### config.mk
export PLATFORM = sky130hd
export DESIGN_NAME = fetch_fifo_flat
export DESIGN_NICKNAME = d
export VERILOG_FILES = /design/src/rtl/fetch_fifo_if.sv /design/src/rtl/fetch_fifo.sv /design/src/flat_wrapper.sv
export SDC_FILE = /design/constraint.sdc
export NUM_CORES = 1
export LEC_CHECK = 0
export BUFFER_PORTS_ARGS = -buffer_cell sky130_fd_sc_hd__buf_2
export CORE_ASPECT_RATIO = 0.8
export CORE_MARGIN = 2
export CORE_UTILIZATION = 53
export CTS_BUF_LIST = sky130_fd_sc_hd__clkbuf_8
export DETAILED_ROUTE_END_ITERATION = 8
export PLACE_DENSITY = 0.84
export RECOVER_POWER = 50
export SETUP_SLACK_MARGIN = 0.05
export SYNTH_ARGS = -nofsm -noshare
export SYNTH_HDL_FRONTEND = slang
export SYNTH_SLANG_ARGS = --single-unit
### constraint.sdc
create_clock -name clk_i -period 4.1 [get_ports clk_i]
set_input_delay 0.205 -clock clk_i [delete_from_list [all_inputs] [get_ports clk_i]]
set_output_delay 0.205 -clock clk_i [all_outputs]
set_load 0.005 [all_outputs]
### src/rtl/fetch_fifo_if.sv
// rtl/fetch_fifo_if.sv - fetch_entry record type and the fetch/decode handshake bundle.
// master = fetch/decode side driving the queue, slave = fetch_fifo itself.
package fetch_fifo_pkg;
  typedef struct packed {
    logic       valid;
    logic [4:0] cause;
  } fetch_ex_t;

  typedef struct packed {
    logic        bp_taken;
    fetch_ex_t   ex;
    logic [31:0] addr;
    logic [31:0] instr;
    logic        is_compressed;
    logic        is_illegal;
  } fetch_entry;
endpackage

interface fetch_fifo_if #(
  parameter int DEPTH = 4
) ();
  logic                           flush_i;
  logic                           in_valid_i;
  logic                           in_ready_o;
  fetch_fifo_pkg::fetch_entry     in_entry_i;
  logic                           out_valid_o;
  logic                           out_ready_i;
  fetch_fifo_pkg::fetch_entry     out_entry_o;
  logic [$clog2(DEPTH+1)-1:0]     count_o;
  logic                           locked_o;

  modport master (
    output flush_i, in_valid_i, in_entry_i, out_ready_i,
    input  in_ready_o, out_valid_o, out_entry_o, count_o, locked_o
  );

  modport slave (
    input  flush_i, in_valid_i, in_entry_i, out_ready_i,
    output in_ready_o, out_valid_o, out_entry_o, count_o, locked_o
  );
endinterface

### src/rtl/fetch_fifo.sv
// rtl/fetch_fifo.sv - fetch-to-decode instruction queue with exception lock and one-cycle flush.
// Optional same-cycle forwarding into an empty queue when FETCH_FIFO_BYPASS_EN is defined.
module fetch_fifo #(
  parameter int DEPTH = 4
) (
  input  logic         clk_i,
  input  logic         rst_i,
  fetch_fifo_if.slave  bus
);
  import fetch_fifo_pkg::*;

  localparam int PW = $clog2(DEPTH);
  localparam int CW = $clog2(DEPTH+1);
  localparam logic [CW-1:0] FULL = CW'(DEPTH);

  if ((DEPTH < 2) || ((DEPTH & (DEPTH - 1)) != 0)) begin : g_bad_depth
    $error("fetch_fifo: DEPTH must be a power of two and at least 2");
  end

  typedef enum logic {
    ST_OPEN,
    ST_LOCKED
  } lock_state_t;

  lock_state_t     r_state;
  logic [PW-1:0]   r_rptr;
  logic [PW-1:0]   r_wptr;
  logic [CW-1:0]   r_count;
  fetch_entry      r_mem [DEPTH];

  logic            w_empty;
  logic            w_in_ready;
  logic            w_push;
  logic            w_store;
  logic            w_drain;

  assign w_empty    = (r_count == '0);
  assign w_in_ready = (r_count != FULL) && (r_state == ST_OPEN);
  assign w_push     = bus.in_valid_i & w_in_ready & ~bus.flush_i;
  assign w_drain    = ~w_empty & bus.out_ready_i & ~bus.flush_i;

`ifdef FETCH_FIFO_BYPASS_EN
  logic w_bypass;
  // A forwarded entry that decode takes immediately never touches storage.
  assign w_bypass        = w_empty & w_push;
  assign w_store         = w_push & ~(w_bypass & bus.out_ready_i);
  assign bus.out_valid_o = ~w_empty | w_bypass;
  assign bus.out_entry_o = w_bypass ? bus.in_entry_i : r_mem[r_rptr];
`else
  assign w_store         = w_push;
  assign bus.out_valid_o = ~w_empty;
  assign bus.out_entry_o = r_mem[r_rptr];
`endif

  assign bus.in_ready_o = w_in_ready;
  assign bus.count_o    = r_count;
  assign bus.locked_o   = (r_state == ST_LOCKED);

  always_ff @(posedge clk_i or posedge rst_i) begin
    if (rst_i) begin
      r_rptr  <= '0;
      r_wptr  <= '0;
      r_count <= '0;
      r_state <= ST_OPEN;
    end else if (bus.flush_i) begin
      r_rptr  <= '0;
      r_wptr  <= '0;
      r_count <= '0;
      r_state <= ST_OPEN;
    end else begin
      if (w_store) r_wptr <= r_wptr + PW'(1);
      if (w_drain) r_rptr <= r_rptr + PW'(1);
      case ({w_store, w_drain})
        2'b10:   r_count <= r_count + CW'(1);
        2'b01:   r_count <= r_count - CW'(1);
        default: r_count <= r_count;
      endcase
      // Lock on any accepted faulting fetch, including one forwarded straight through.
      if (w_push && bus.in_entry_i.ex.valid) r_state <= ST_LOCKED;
    end
  end

  always_ff @(posedge clk_i) begin
    if (w_store) r_mem[r_wptr] <= bus.in_entry_i;
  end
endmodule

### src/flat_wrapper.sv
// flat-port wrapper written by rule: the top's interface ports become plain ports
module fetch_fifo_flat import fetch_fifo_pkg::*;
#(
  parameter int DEPTH = 4
)
  (clk_i, rst_i, bus_flush_i, bus_in_valid_i, bus_in_entry_i, bus_out_ready_i, bus_in_ready_o, bus_out_valid_o, bus_out_entry_o, bus_count_o, bus_locked_o);
  fetch_fifo_if #(.DEPTH(DEPTH)) bus_i ();
  input  logic clk_i;
  input  logic rst_i;
  input wire logic [$bits(bus_i.flush_i)-1:0] bus_flush_i;
  input wire logic [$bits(bus_i.in_valid_i)-1:0] bus_in_valid_i;
  input wire logic [$bits(bus_i.in_entry_i)-1:0] bus_in_entry_i;
  input wire logic [$bits(bus_i.out_ready_i)-1:0] bus_out_ready_i;
  output wire logic [$bits(bus_i.in_ready_o)-1:0] bus_in_ready_o;
  output wire logic [$bits(bus_i.out_valid_o)-1:0] bus_out_valid_o;
  output wire logic [$bits(bus_i.out_entry_o)-1:0] bus_out_entry_o;
  output wire logic [$bits(bus_i.count_o)-1:0] bus_count_o;
  output wire logic [$bits(bus_i.locked_o)-1:0] bus_locked_o;
  assign bus_i.flush_i = bus_flush_i;
  assign bus_i.in_valid_i = bus_in_valid_i;
  assign bus_i.in_entry_i = bus_in_entry_i;
  assign bus_i.out_ready_i = bus_out_ready_i;
  assign bus_in_ready_o = bus_i.in_ready_o;
  assign bus_out_valid_o = bus_i.out_valid_o;
  assign bus_out_entry_o = bus_i.out_entry_o;
  assign bus_count_o = bus_i.count_o;
  assign bus_locked_o = bus_i.locked_o;
  fetch_fifo #(.DEPTH(DEPTH)) u_core (.clk_i(clk_i), .rst_i(rst_i), .bus(bus_i));
endmodule
==> run_results.csv <==
group,metric,value,unit
run_status,outcome,"complete, but fails checks",
run_status,violations,"max-capacitance violations, max-slew violations",
floorplanning,dieWidth,165.3,um
routing,drtIter0Drc,489,
routing,drt_wl_total,20850,um
place,dp_hpwl,11850,um
routing,vias_per_cell,5.368,
timing,setup_violations,0,
synth,synthAdderAreaFrac,0.6351,%
floorplanning,ioPinCount,157,
power,vdd_drop_max,0.0004457,V
power,p_per_area,521.0,nW/um2
routing,wire_per_inst,20.80,um
finish,fin_nets,779,
clocking,h-tree-depth,2,
setup_path,crit_end,"u_core.r_mem[3][16]",
synth,syn_avg_cell_area,25.42,um2
setup_path,crit_path_max_fanout,73,
setup_path,crit_required,4.20,ns
synth,synth_cells,434,
flow_run,maxCapViolCount,2,
finish,drive_gt1_share,30.05,%
global_route,gr-usage-met3,4.389,%
setup_path,reg2reg_to,"u_core.r_mem[3][16]",
floorplanning,die_area,21990,um2
global_route,grt_usage,19.07,%
routing,vias,5379,
setup_path,endpoint_kind,"flop",
hold_path,hold_path.class,"primary input to flop",
setup_path,startpoint,"u_core.bus.count_o[0]",
floorplanning,die_height,133.0,um
place,dpl_cell_area,12100,um2
timing,slew_viol_final,148,
timing,rsz0062_at_grt,"false",
setup_path,slowest_stage,"and2_2",
setup_path,reg2reg_depth,3,
finish,final_area,13600,um2
place,place.gp.congestion,0.7402,
power,leakagePower,4.504,nW
routing,drc_errors,0,
global_route,grt_max_degree,75,
finish,syn_to_final_growth,23.26,%
synth,netlist_area,11030,um2
setup_path,crit_chain,"nor3b_1 -> nor3_1 -> and2_2",
setup_path,crit_type,"flop to flop",
timing,max_freq,323.0,MHz
timing,period_share,75.52,%
synth,yosysSeqAreaShare,81.30,%
floorplanning,num_rows,47,
floorplanning,coreArea,20580,um2
clocking,cts_resized,0,
synth,synthMuxAreaShare,15.41,%
synth,syn_nets,517,
synth,synth_compound_area_share,0.1928,%
synth,synth-simple-area-share,1.316,%
timing,fin_tns_setup,0,ns
timing,hold_violations,0,
setup_path,regToRegStartpoint,"u_core.bus.count_o[0]",
clocking,clk-insertion-delay-late,0.52,ns
setup_path,reg2reg_slack,1.00,ns
global_route,grt_pass1_wl,31370,um
global_route,overflow,0,
setup_path,critPathArrivalTime,3.19,ns
synth,synth_seq_cells,300,
place,port_buffers,156,
synth,synth_top_family_by_area,"multiplexers",
global_route,grt_use_met1,25.43,%
clocking,clk_pin_slew,0.07,ns
timing,period_needed,3.096,ns
clocking,cts_tree,"yes",
clocking,cts_made_buffers,45,
global_route,grt_busiest_layer,"met2",
clocking,clk_path_buf_depth,3,
synth,ys_types,27,
timing,slew_headroom,-34.30,%
global_route,antenna_found_initial,1,
setup_path,cpPeakStageDelay,1.59,ns
timing,finalClockSkew,0.01554,ns
routing,first_pass_iters,5,
synth,synth_xor_area_share,0.2382,%
setup_path,worst_setup_path_start_kind,"flop",
routing,drtAntennaViolNets,0,
clocking,post-cts-setup-buffer-count,0,
global_route,grt_pass1_vias,5686,
global_route,use_met2,32.75,%
synth,yosys_warnings,0,
power,finalPower,7.084,mW
clocking,cts.sinks,300,
clocking,cts-root-buf,"clkbuf_8",
timing,worst_pin_slew,2.014,ns
floorplanning,start_util,53.60,%
[synth_stat cells]
cell | count | area [um2]
a21oi_1 | 1 | 5.000
and2_1 | 4 | 25.02
buf_2 | 5 | 25.02
buf_4 | 5 | 37.54
clkbuf_1 | 7 | 26.28
dfrtp_1 | 8 | 200.2
edfxtp_1 | 292 | 8768
fa_1 | 1 | 20.02
ha_1 | 4 | 50.05
inv_1 | 3 | 11.26
mux2_1 | 1 | 11.26
mux2_4 | 1 | 15.01
mux2i_1 | 3 | 30.03
mux4_2 | 73 | 1644
nand2_1 | 1 | 3.750
nand2b_1 | 2 | 12.51
nor2_1 | 10 | 37.54
nor2b_1 | 3 | 18.77
nor3_1 | 1 | 5.000
nor3_2 | 1 | 10.01
nor3b_4 | 1 | 18.77
o21a_1 | 1 | 7.510
o31a_1 | 1 | 8.760
or2b_1 | 1 | 7.510
or3_1 | 1 | 6.260
xnor2_1 | 2 | 17.52
xor2_1 | 1 | 8.760
[layout by cell type, fill, tap and decap left out]
cell type and count:
clkinvlp_4 1, bufinv_16 1, a21oi_1 1, mux2i_1 3, inv_1 18, fa_1 1
nand2_1 1, and2_4 2, xnor2_1 2, ha_1 4, or2b_1 1, clkbuf_8 51
nor3_1 1, clkinv_1 11, o21a_1 1, dfrtp_1 6, diode_2 1, dfrtp_4 2
and2_2 2, o31a_1 1, or3_1 1, nand2b_1 2, clkbuf_1 74, clkinv_2 4
xor2_1 1, mux4_2 73, nor2_1 10, buf_2 81, nor3b_1 1, clkbuf_2 1
dlygate4sd3_1 75, nor2b_1 3, buf_12 1, nor3_2 1, mux2_1 2, edfxtp_1 292
[worst max-delay path: cells and delay by family (launching register included)]
kind          cells  cell delay [ns]
simple gates      3             2.14
flops             1             0.51
[routing by layer]
layer	share of wire, %	vias to the layer above
met2	52	220
li1	-	2377
met1	40	2761
met5	0	-
met4	0.99	0
met3	6.9	21
[sequential cells by signal, indices dropped and copies added, names as in the netlist]
register             count
u_core.r_mem           292
u_core.r_wptr            2
u_core.r_rptr            2
u_core.bus.locked_o      1
u_core.bus.count_o       3
[area by class of cell]
type / count / area (um2)
diodes: 1 / 2.502
clock buffers: 51 / 701.9
clock inverters: 32 / 155.1
fillers: 1366 / 6984
inverters: 3 / 11.26
multi-input cells: 114 / 1956
flip-flops and latches: 300 / 8976
well taps: 269 / 336.6
repair buffers: 232 / 1459
[logic make-up (layout without fill, tap and decap cells)]
group | Yosys count | count (layout)
multiplexers | 78 | 78
XOR/XNOR | 3 | 3
other | 0 | 1
AO/OA/AOI/OAI | 3 | 3
adder cells (fa/ha/maj) | 5 | 5
AND/OR/NAND/NOR | 25 | 25
flip-flops | 300 | 300
buffers and inverters | 20 | 318
[report_power, final]
group          internal (mW)  total [mW]  switching, mW
registers               3.59        3.75          0.169
clock network           1.20        2.27           1.07
logic                  0.590        1.06          0.473
[through the flow]
stage | hold slack [ns] | setup WS [ns] | utilization [%] | std cells
4_1_cts | 0.1182 | 1.141 | 66.59 | 1001
6_report | 0.1490 | 1.004 | 66.07 | 1002
5_1_grt | 0.1391 | 0.7736 | 66.07 | 1002
3_3_place_gp | 0.1705 | 1.743 | 58.78 | 843
3_5_place_dp | 0.1796 | 1.691 | 58.78 | 843
2_1_floorplan | 0.02066 | 1.064 | - | 434
[timing repair]
item | 4_1_cts | 5_1_grt
hold buffers | 75 | 0
endpoints found under the hold margin | 303 | 0
setup endpoints to repair | 0 | 0
[worst min path at each step]
stage                         start                     to  depth (start not counted)
floorplan                     rst_i  u_core.bus.count_o[0]                          1
global placement              rst_i       u_core.r_wptr[0]                          2
detailed placement            rst_i       u_core.r_rptr[1]                          2
CTS                 bus_out_ready_i       u_core.r_rptr[0]                          4
global route        bus_out_ready_i       u_core.r_rptr[0]                          4
finish              bus_out_ready_i       u_core.r_rptr[0]                          4
(Power assumes the default switching activity.)
